## config.mk

```make
export PLATFORM = sky130hd
export DESIGN_NAME = div_ctl_flat
export DESIGN_NICKNAME = d
export VERILOG_FILES = /design/src/rtl/div_ctl_if.sv /design/src/rtl/div_ctl.sv /design/src/flat_wrapper.sv
export SDC_FILE = /design/constraint.sdc
export NUM_CORES = 1
export LEC_CHECK = 0
export BUFFER_PORTS_ARGS = -buffer_cell sky130_fd_sc_hd__buf_2
export CELL_PAD_IN_SITES_DETAIL_PLACEMENT = 1
export CELL_PAD_IN_SITES_GLOBAL_PLACEMENT = 1
export CORE_UTILIZATION = 40
export DETAILED_ROUTE_END_ITERATION = 10
export PLACE_DENSITY = 0.83
export SYNTH_ARGS = -nofsm -noshare
export SYNTH_HDL_FRONTEND = slang
export SYNTH_SLANG_ARGS = --single-unit
```

## constraint.sdc

```tcl
create_clock -name clk -period 4.41 [get_ports clk]
set_input_delay 0.441 -clock clk [delete_from_list [all_inputs] [get_ports clk]]
set_output_delay 0.441 -clock clk [all_outputs]
set_load 0.1 [all_outputs]
```

## src/rtl/div_ctl_if.sv

```systemverilog
// rtl/div_ctl_if.sv - request/response handshakes and divider-core link for div_ctl
interface div_ctl_if #(
  parameter int DSZ = 32
);
  logic           req_valid;
  logic           req_ready;
  logic           req_sgn;
  logic [DSZ-1:0] req_a;
  logic [DSZ-1:0] req_b;
  logic           rsp_valid;
  logic           rsp_ready;
  logic [DSZ-1:0] rsp_q;
  logic [DSZ-1:0] rsp_r;
  logic           rsp_dbz;
  logic           div_start;
  logic [DSZ-1:0] div_x;
  logic [DSZ-1:0] div_y;
  logic [DSZ-1:0] div_q;
  logic [DSZ-1:0] div_r;

  modport slave (
    input  req_valid, req_sgn, req_a, req_b, rsp_ready, div_q, div_r,
    output req_ready, rsp_valid, rsp_q, rsp_r, rsp_dbz, div_start, div_x, div_y
  );

  modport master (
    output req_valid, req_sgn, req_a, req_b, rsp_ready, div_q, div_r,
    input  req_ready, rsp_valid, rsp_q, rsp_r, rsp_dbz, div_start, div_x, div_y
  );
endinterface

```

## src/rtl/div_ctl.sv

```systemverilog
// rtl/div_ctl.sv - sequencer for the iterative shift-subtract divider core
// Optional floored signed division: define DIV_FLOORED_EN.
module div_ctl #(
  parameter int DSZ = 32
) (
  input logic        clk,
  input logic        rst_n,
  div_ctl_if.slave   bus
);
  localparam int CW = $clog2(DSZ);
  localparam logic [CW-1:0] CNT_LAST = CW'(DSZ - 1);

  typedef enum logic [2:0] {IDLE, START, RUN, FIX, DONE} state_e;

  state_e         state_q;
  logic           req_ready_q;
  logic           rsp_valid_q;
  logic           rsp_dbz_q;
  logic           div_start_q;
  logic           sa_q;
  logic           sb_q;
  logic [CW-1:0]  cnt_q;
  logic [DSZ-1:0] div_x_q;
  logic [DSZ-1:0] div_y_q;
  logic [DSZ-1:0] rsp_q_q;
  logic [DSZ-1:0] rsp_r_q;
`ifdef DIV_FLOORED_EN
  logic [DSZ-1:0] b_q;
`endif

  logic           sa_d;
  logic           sb_d;
  logic [DSZ-1:0] q_d;
  logic [DSZ-1:0] r_d;

  always_comb begin
    sa_d = bus.req_a[DSZ-1] & bus.req_sgn;
    sb_d = bus.req_b[DSZ-1] & bus.req_sgn;
    q_d  = (sa_q ^ sb_q) ? -bus.div_q : bus.div_q;
    r_d  = sa_q ? -bus.div_r : bus.div_r;
`ifdef DIV_FLOORED_EN
    // Pull a nonzero remainder over to the divisor's side of zero.
    if ((r_d != '0) && (sa_q != sb_q)) begin
      q_d = q_d - DSZ'(1);
      r_d = r_d + b_q;
    end
`endif
  end

  always_ff @(posedge clk) begin
    if (!rst_n) begin
      state_q     <= IDLE;
      req_ready_q <= 1'b1;
      rsp_valid_q <= 1'b0;
      rsp_dbz_q   <= 1'b0;
      div_start_q <= 1'b0;
      sa_q        <= 1'b0;
      sb_q        <= 1'b0;
      cnt_q       <= '0;
      div_x_q     <= '0;
      div_y_q     <= '0;
      rsp_q_q     <= '0;
      rsp_r_q     <= '0;
`ifdef DIV_FLOORED_EN
      b_q         <= '0;
`endif
    end else begin
      case (state_q)
        IDLE: begin
          if (bus.req_valid) begin
            sa_q        <= sa_d;
            sb_q        <= sb_d;
            req_ready_q <= 1'b0;
`ifdef DIV_FLOORED_EN
            b_q         <= bus.req_b;
`endif
            if (bus.req_b == '0) begin
              rsp_q_q     <= '1;
              rsp_r_q     <= bus.req_a;
              rsp_dbz_q   <= 1'b1;
              rsp_valid_q <= 1'b1;
              state_q     <= DONE;
            end else begin
              div_x_q     <= sa_d ? -bus.req_a : bus.req_a;
              div_y_q     <= sb_d ? -bus.req_b : bus.req_b;
              div_start_q <= 1'b1;
              state_q     <= START;
            end
          end
        end
        START: begin
          div_start_q <= 1'b0;
          cnt_q       <= '0;
          state_q     <= RUN;
        end
        RUN: begin
          cnt_q <= cnt_q + CW'(1);
          if (cnt_q == CNT_LAST) state_q <= FIX;
        end
        FIX: begin
          rsp_q_q     <= q_d;
          rsp_r_q     <= r_d;
          rsp_dbz_q   <= 1'b0;
          rsp_valid_q <= 1'b1;
          state_q     <= DONE;
        end
        DONE: begin
          if (bus.rsp_ready) begin
            rsp_valid_q <= 1'b0;
            req_ready_q <= 1'b1;
            state_q     <= IDLE;
          end
        end
        default: state_q <= IDLE;
      endcase
    end
  end

  // Gating with rst_n keeps req_ready low for the whole reset window.
  assign bus.req_ready = req_ready_q & rst_n;
  assign bus.rsp_valid = rsp_valid_q;
  assign bus.rsp_q     = rsp_q_q;
  assign bus.rsp_r     = rsp_r_q;
  assign bus.rsp_dbz   = rsp_dbz_q;
  assign bus.div_start = div_start_q;
  assign bus.div_x     = div_x_q;
  assign bus.div_y     = div_y_q;
endmodule

```

## src/flat_wrapper.sv

```systemverilog
// flat-port wrapper written by rule: the top's interface ports become plain ports
module div_ctl_flat 
#(
  parameter int DSZ = 32
)
  (clk, rst_n, bus_req_valid, bus_req_sgn, bus_req_a, bus_req_b, bus_rsp_ready, bus_div_q, bus_div_r, bus_req_ready, bus_rsp_valid, bus_rsp_q, bus_rsp_r, bus_rsp_dbz, bus_div_start, bus_div_x, bus_div_y);
  div_ctl_if #(.DSZ(DSZ)) bus_i ();
  input logic clk;
  input logic rst_n;
  input wire logic [$bits(bus_i.req_valid)-1:0] bus_req_valid;
  input wire logic [$bits(bus_i.req_sgn)-1:0] bus_req_sgn;
  input wire logic [$bits(bus_i.req_a)-1:0] bus_req_a;
  input wire logic [$bits(bus_i.req_b)-1:0] bus_req_b;
  input wire logic [$bits(bus_i.rsp_ready)-1:0] bus_rsp_ready;
  input wire logic [$bits(bus_i.div_q)-1:0] bus_div_q;
  input wire logic [$bits(bus_i.div_r)-1:0] bus_div_r;
  output wire logic [$bits(bus_i.req_ready)-1:0] bus_req_ready;
  output wire logic [$bits(bus_i.rsp_valid)-1:0] bus_rsp_valid;
  output wire logic [$bits(bus_i.rsp_q)-1:0] bus_rsp_q;
  output wire logic [$bits(bus_i.rsp_r)-1:0] bus_rsp_r;
  output wire logic [$bits(bus_i.rsp_dbz)-1:0] bus_rsp_dbz;
  output wire logic [$bits(bus_i.div_start)-1:0] bus_div_start;
  output wire logic [$bits(bus_i.div_x)-1:0] bus_div_x;
  output wire logic [$bits(bus_i.div_y)-1:0] bus_div_y;
  assign bus_i.req_valid = bus_req_valid;
  assign bus_i.req_sgn = bus_req_sgn;
  assign bus_i.req_a = bus_req_a;
  assign bus_i.req_b = bus_req_b;
  assign bus_i.rsp_ready = bus_rsp_ready;
  assign bus_i.div_q = bus_div_q;
  assign bus_i.div_r = bus_div_r;
  assign bus_req_ready = bus_i.req_ready;
  assign bus_rsp_valid = bus_i.rsp_valid;
  assign bus_rsp_q = bus_i.rsp_q;
  assign bus_rsp_r = bus_i.rsp_r;
  assign bus_rsp_dbz = bus_i.rsp_dbz;
  assign bus_div_start = bus_i.div_start;
  assign bus_div_x = bus_i.div_x;
  assign bus_div_y = bus_i.div_y;
  div_ctl #(.DSZ(DSZ)) u_core (.clk(clk), .rst_n(rst_n), .bus(bus_i));
endmodule
```

==> run metrics <==
CTS Sinks about 140; critical path type reg2reg; top cell type by total area after synthesis dfxtp_1; PwrDens ~410 nW/µm²; CP Capture Type flop; Synth top cells by count dfxtp_1 (142), o21ai_0 (94), a21oi_1 (93); DP HPWL 20.43 mm; Worst EP required between 4 and 5 ns; CTS Buffer Depth 2; synthesized net count 1088; Max VDD drop about 0.24 mV; share of the synthesized area in the top cell type between 30% and 40%; first-pass GRT wire length 43.44 mm; All-Layer GR Usage 27.18%; Main synth FF type dfxtp_1; Slowest-stage cell, CP or4_2; placed cells roughly 1400; HP Class in2reg; Die Span Y around 140 µm; met1 Track Usage GR a little under a third; IO buf count 264; P_leak about 4.5 nW; min cycle time layout 2.928 ns; IO Pins 265; clk root buf clkbuf_16; placed cell areas between 9000 and 10000 µm²; unrepaired setup endpoints after global routing false; CTS buffer count 17; final hold violation count 0; hold slack between 0.3 and 0.4 ns; Final Cell Area just over 10000 µm²; routing usage on met3 under 10%; Arr. time, crit path 3.28 ns; Avg Cell Area, Syn 8.433 µm²; Final Setup Violations 0; count leader, synth dfxtp_1; Final GP Congestion roughly 0.88; Routed Wire Length ~28 mm; Worst-Margin Slew about 1.2 ns; Layout Nets 1319; grt ovf 0; Starting Density approximately two fifths; cells after synthesis around 950; DRC Markers 0; post-route ant nets 0; share of layout cells above drive strength 1 between 20 and 30%; initial antenna violation count 5; Post-synth EDFFs 0; Area Overhead vs Synth 26.16%; clock latency on the worst-skew pair between 0.4 and 0.5 ns; Post-Layout Cell Count 1462; max-cap viol count 0; skew final between 0.007 and 0.008 ns; post-CTS sizing 0; Core Box Area approximately 20000 µm²; Clock Pin Slew Worst Setup and Hold Paths about 0.060 ns; CP startpoint kind flop; die area 20580 µm²; Hold Buf Count CTS 0; num rows about 50; worst stage delay on the critical path 0.72 ns; Crit Path Max Fanout between 40 and 50; CP delay by family, top simple AND/OR/NAND/NOR gates; synth unique cells between 50 and 60; status complete, no violations; die width about 140 µm; f_max between 300 and 400 MHz; Pre-antenna DRT Iters 5; worst-path cell chain nor2_1 -> nand3_1 -> or4_2 -> buf_4 -> nand2_8 -> nand2_1 -> o31ai_1; CP bufs+invs 1; via-per-instance ratio 5.679; GR peak layer met2; CTS tree yes; synth warn 0; crit share post-route around two thirds; main area contributors after synthesis dfxtp_1 (36%), xor2_1 (7.3%), o21ai_0 (5.9%); via count about 8300; sequential area share after synthesis 35.52%; FF+latch count, synth roughly 140; post-CTS setup buffer count 0; M2 GR Usage ~47%; Async SR Flop Fraction 0%; Iteration-0 DRC Markers just under 300; Syn Std Cell Area approximately 8000 µm²; htree depth 4; final setup TNS 0 ns; final slew viol count 0; Max-slew headroom around a fifth; pin count of the biggest net entering global routing 92; vias in the first global route just over 8000; WL/cell 19.08 µm
==> sequential cells by signal (all words and copies together) (netlist names) <==
| name | cells |
|---|---|
| u_core.bus.div_x | 32 |
| u_core.bus.div_y | 32 |
| u_core.bus.rsp_q | 32 |
| u_core.bus.rsp_r | 32 |
| u_core.cnt_q | 5 |
| u_core.state_q | 3 |
| u_core.bus.div_start | 1 |
| u_core.bus.rsp_dbz | 1 |
| u_core.bus.rsp_valid | 1 |
| u_core.req_ready_q | 1 |
| u_core.sa_q | 1 |
| u_core.sb_q | 1 |
==> path summary, 6_finish.rpt <==
path                                           from              endpoint  slack (ns)  depth (start not counted)
worst max-delay path              u_core.state_q[2]   u_core.bus.rsp_r[5]        1.48                          7
worst min-delay path                  bus_req_b[31]  u_core.bus.div_y[31]        0.31                          3
worst max register to register    u_core.state_q[2]   u_core.bus.rsp_r[5]        1.48                          7
worst min register to register  u_core.bus.rsp_r[6]   u_core.bus.rsp_r[6]        0.47                          2
==> worst reg2reg max path, stage by stage, from the launching register on <==
cell and delay [ns]:
dfxtp_1 0.47, nor2_1 0.37, nand3_1 0.31, or4_2 0.72, buf_4 0.29, nand2_8 0.32
nand2_1 0.13, o31ai_1 0.24
==> where the power goes <==
part           switching (mW)  internal [mW]
sequential             0.0518           1.37
combinational           0.969          0.269
clock                   0.624          0.901
==> through the flow <==
stage / worst slack [ns] / power (mW) / util (%)
after detailed placement: 1.093 / 2.687 / 48.52
final: 1.482 / 4.188 / 51.70
after floorplan: 1.912 / 2.391 / -
after global placement: 1.136 / 2.669 / 48.52
after global routing: 1.296 / 4.344 / 51.70
after CTS: 1.463 / 4.214 / 51.65
==> per-layer routing <==
metal / vias to the layer above / wire, µm / part of all wire, %
met3: 55 / 1763 / 6.3
met4: 2 / 991 / 3.6
met1: 4017 / 11530 / 41
li1: 3966 / - / -
met2: 262 / 13590 / 49
met5: - / 13 / 0.047
==> kinds of logic after synthesis <==
family,after synthesis,synth area share [%]
adders and majority gates,6,0.9381
xor gates and xnor gates,117,12.80
and+or+nand+nor,253,16.07
buffers and inverters,72,4.128
AOI/OAI and AO/OA,334,27.35
muxes,25,3.189
DFF,142,35.52
==> area by class of cell <==
type	count	area [µm²]
Inverter	12	45.04
Timing Repair Buffer	272	1409
Antenna cell	4	10.01
Sequential cell	142	2843
Clock inverter	14	182.7
Clock buffer	18	429.2
Multi-Input combinational cell	735	4846
Tap cell	265	331.6
Fill cell	2458	9430
==> cell usage in the layout, fill, tap and decap left out, types with 4 or more instances in the layout <==
master	count
nor2_1	53
xnor2_1	50
o21ai_0	94
nand4_1	7
o31ai_1	31
o22ai_1	8
clkbuf_16	17
o221a_2	15
o41ai_1	18
o21a_1	4
inv_1	11
diode_2	4
nand3_1	16
dfxtp_1	142
a21boi_0	9
nor4_1	16
a21oi_1	93
ha_1	6
o211a_1	29
buf_2	263
buf_4	7
xor2_1	67
nor3_1	19
and3_1	4
nand2_1	72
nor3b_1	6
nor2b_1	4
mux2i_1	24
a31oi_1	5
or4_1	14
o211ai_1	6
inv_6	5
or3_1	13
o21ai_1	8
and2_1	6
or2_2	5
Note: power is estimated with default switching activity, not from simulation.
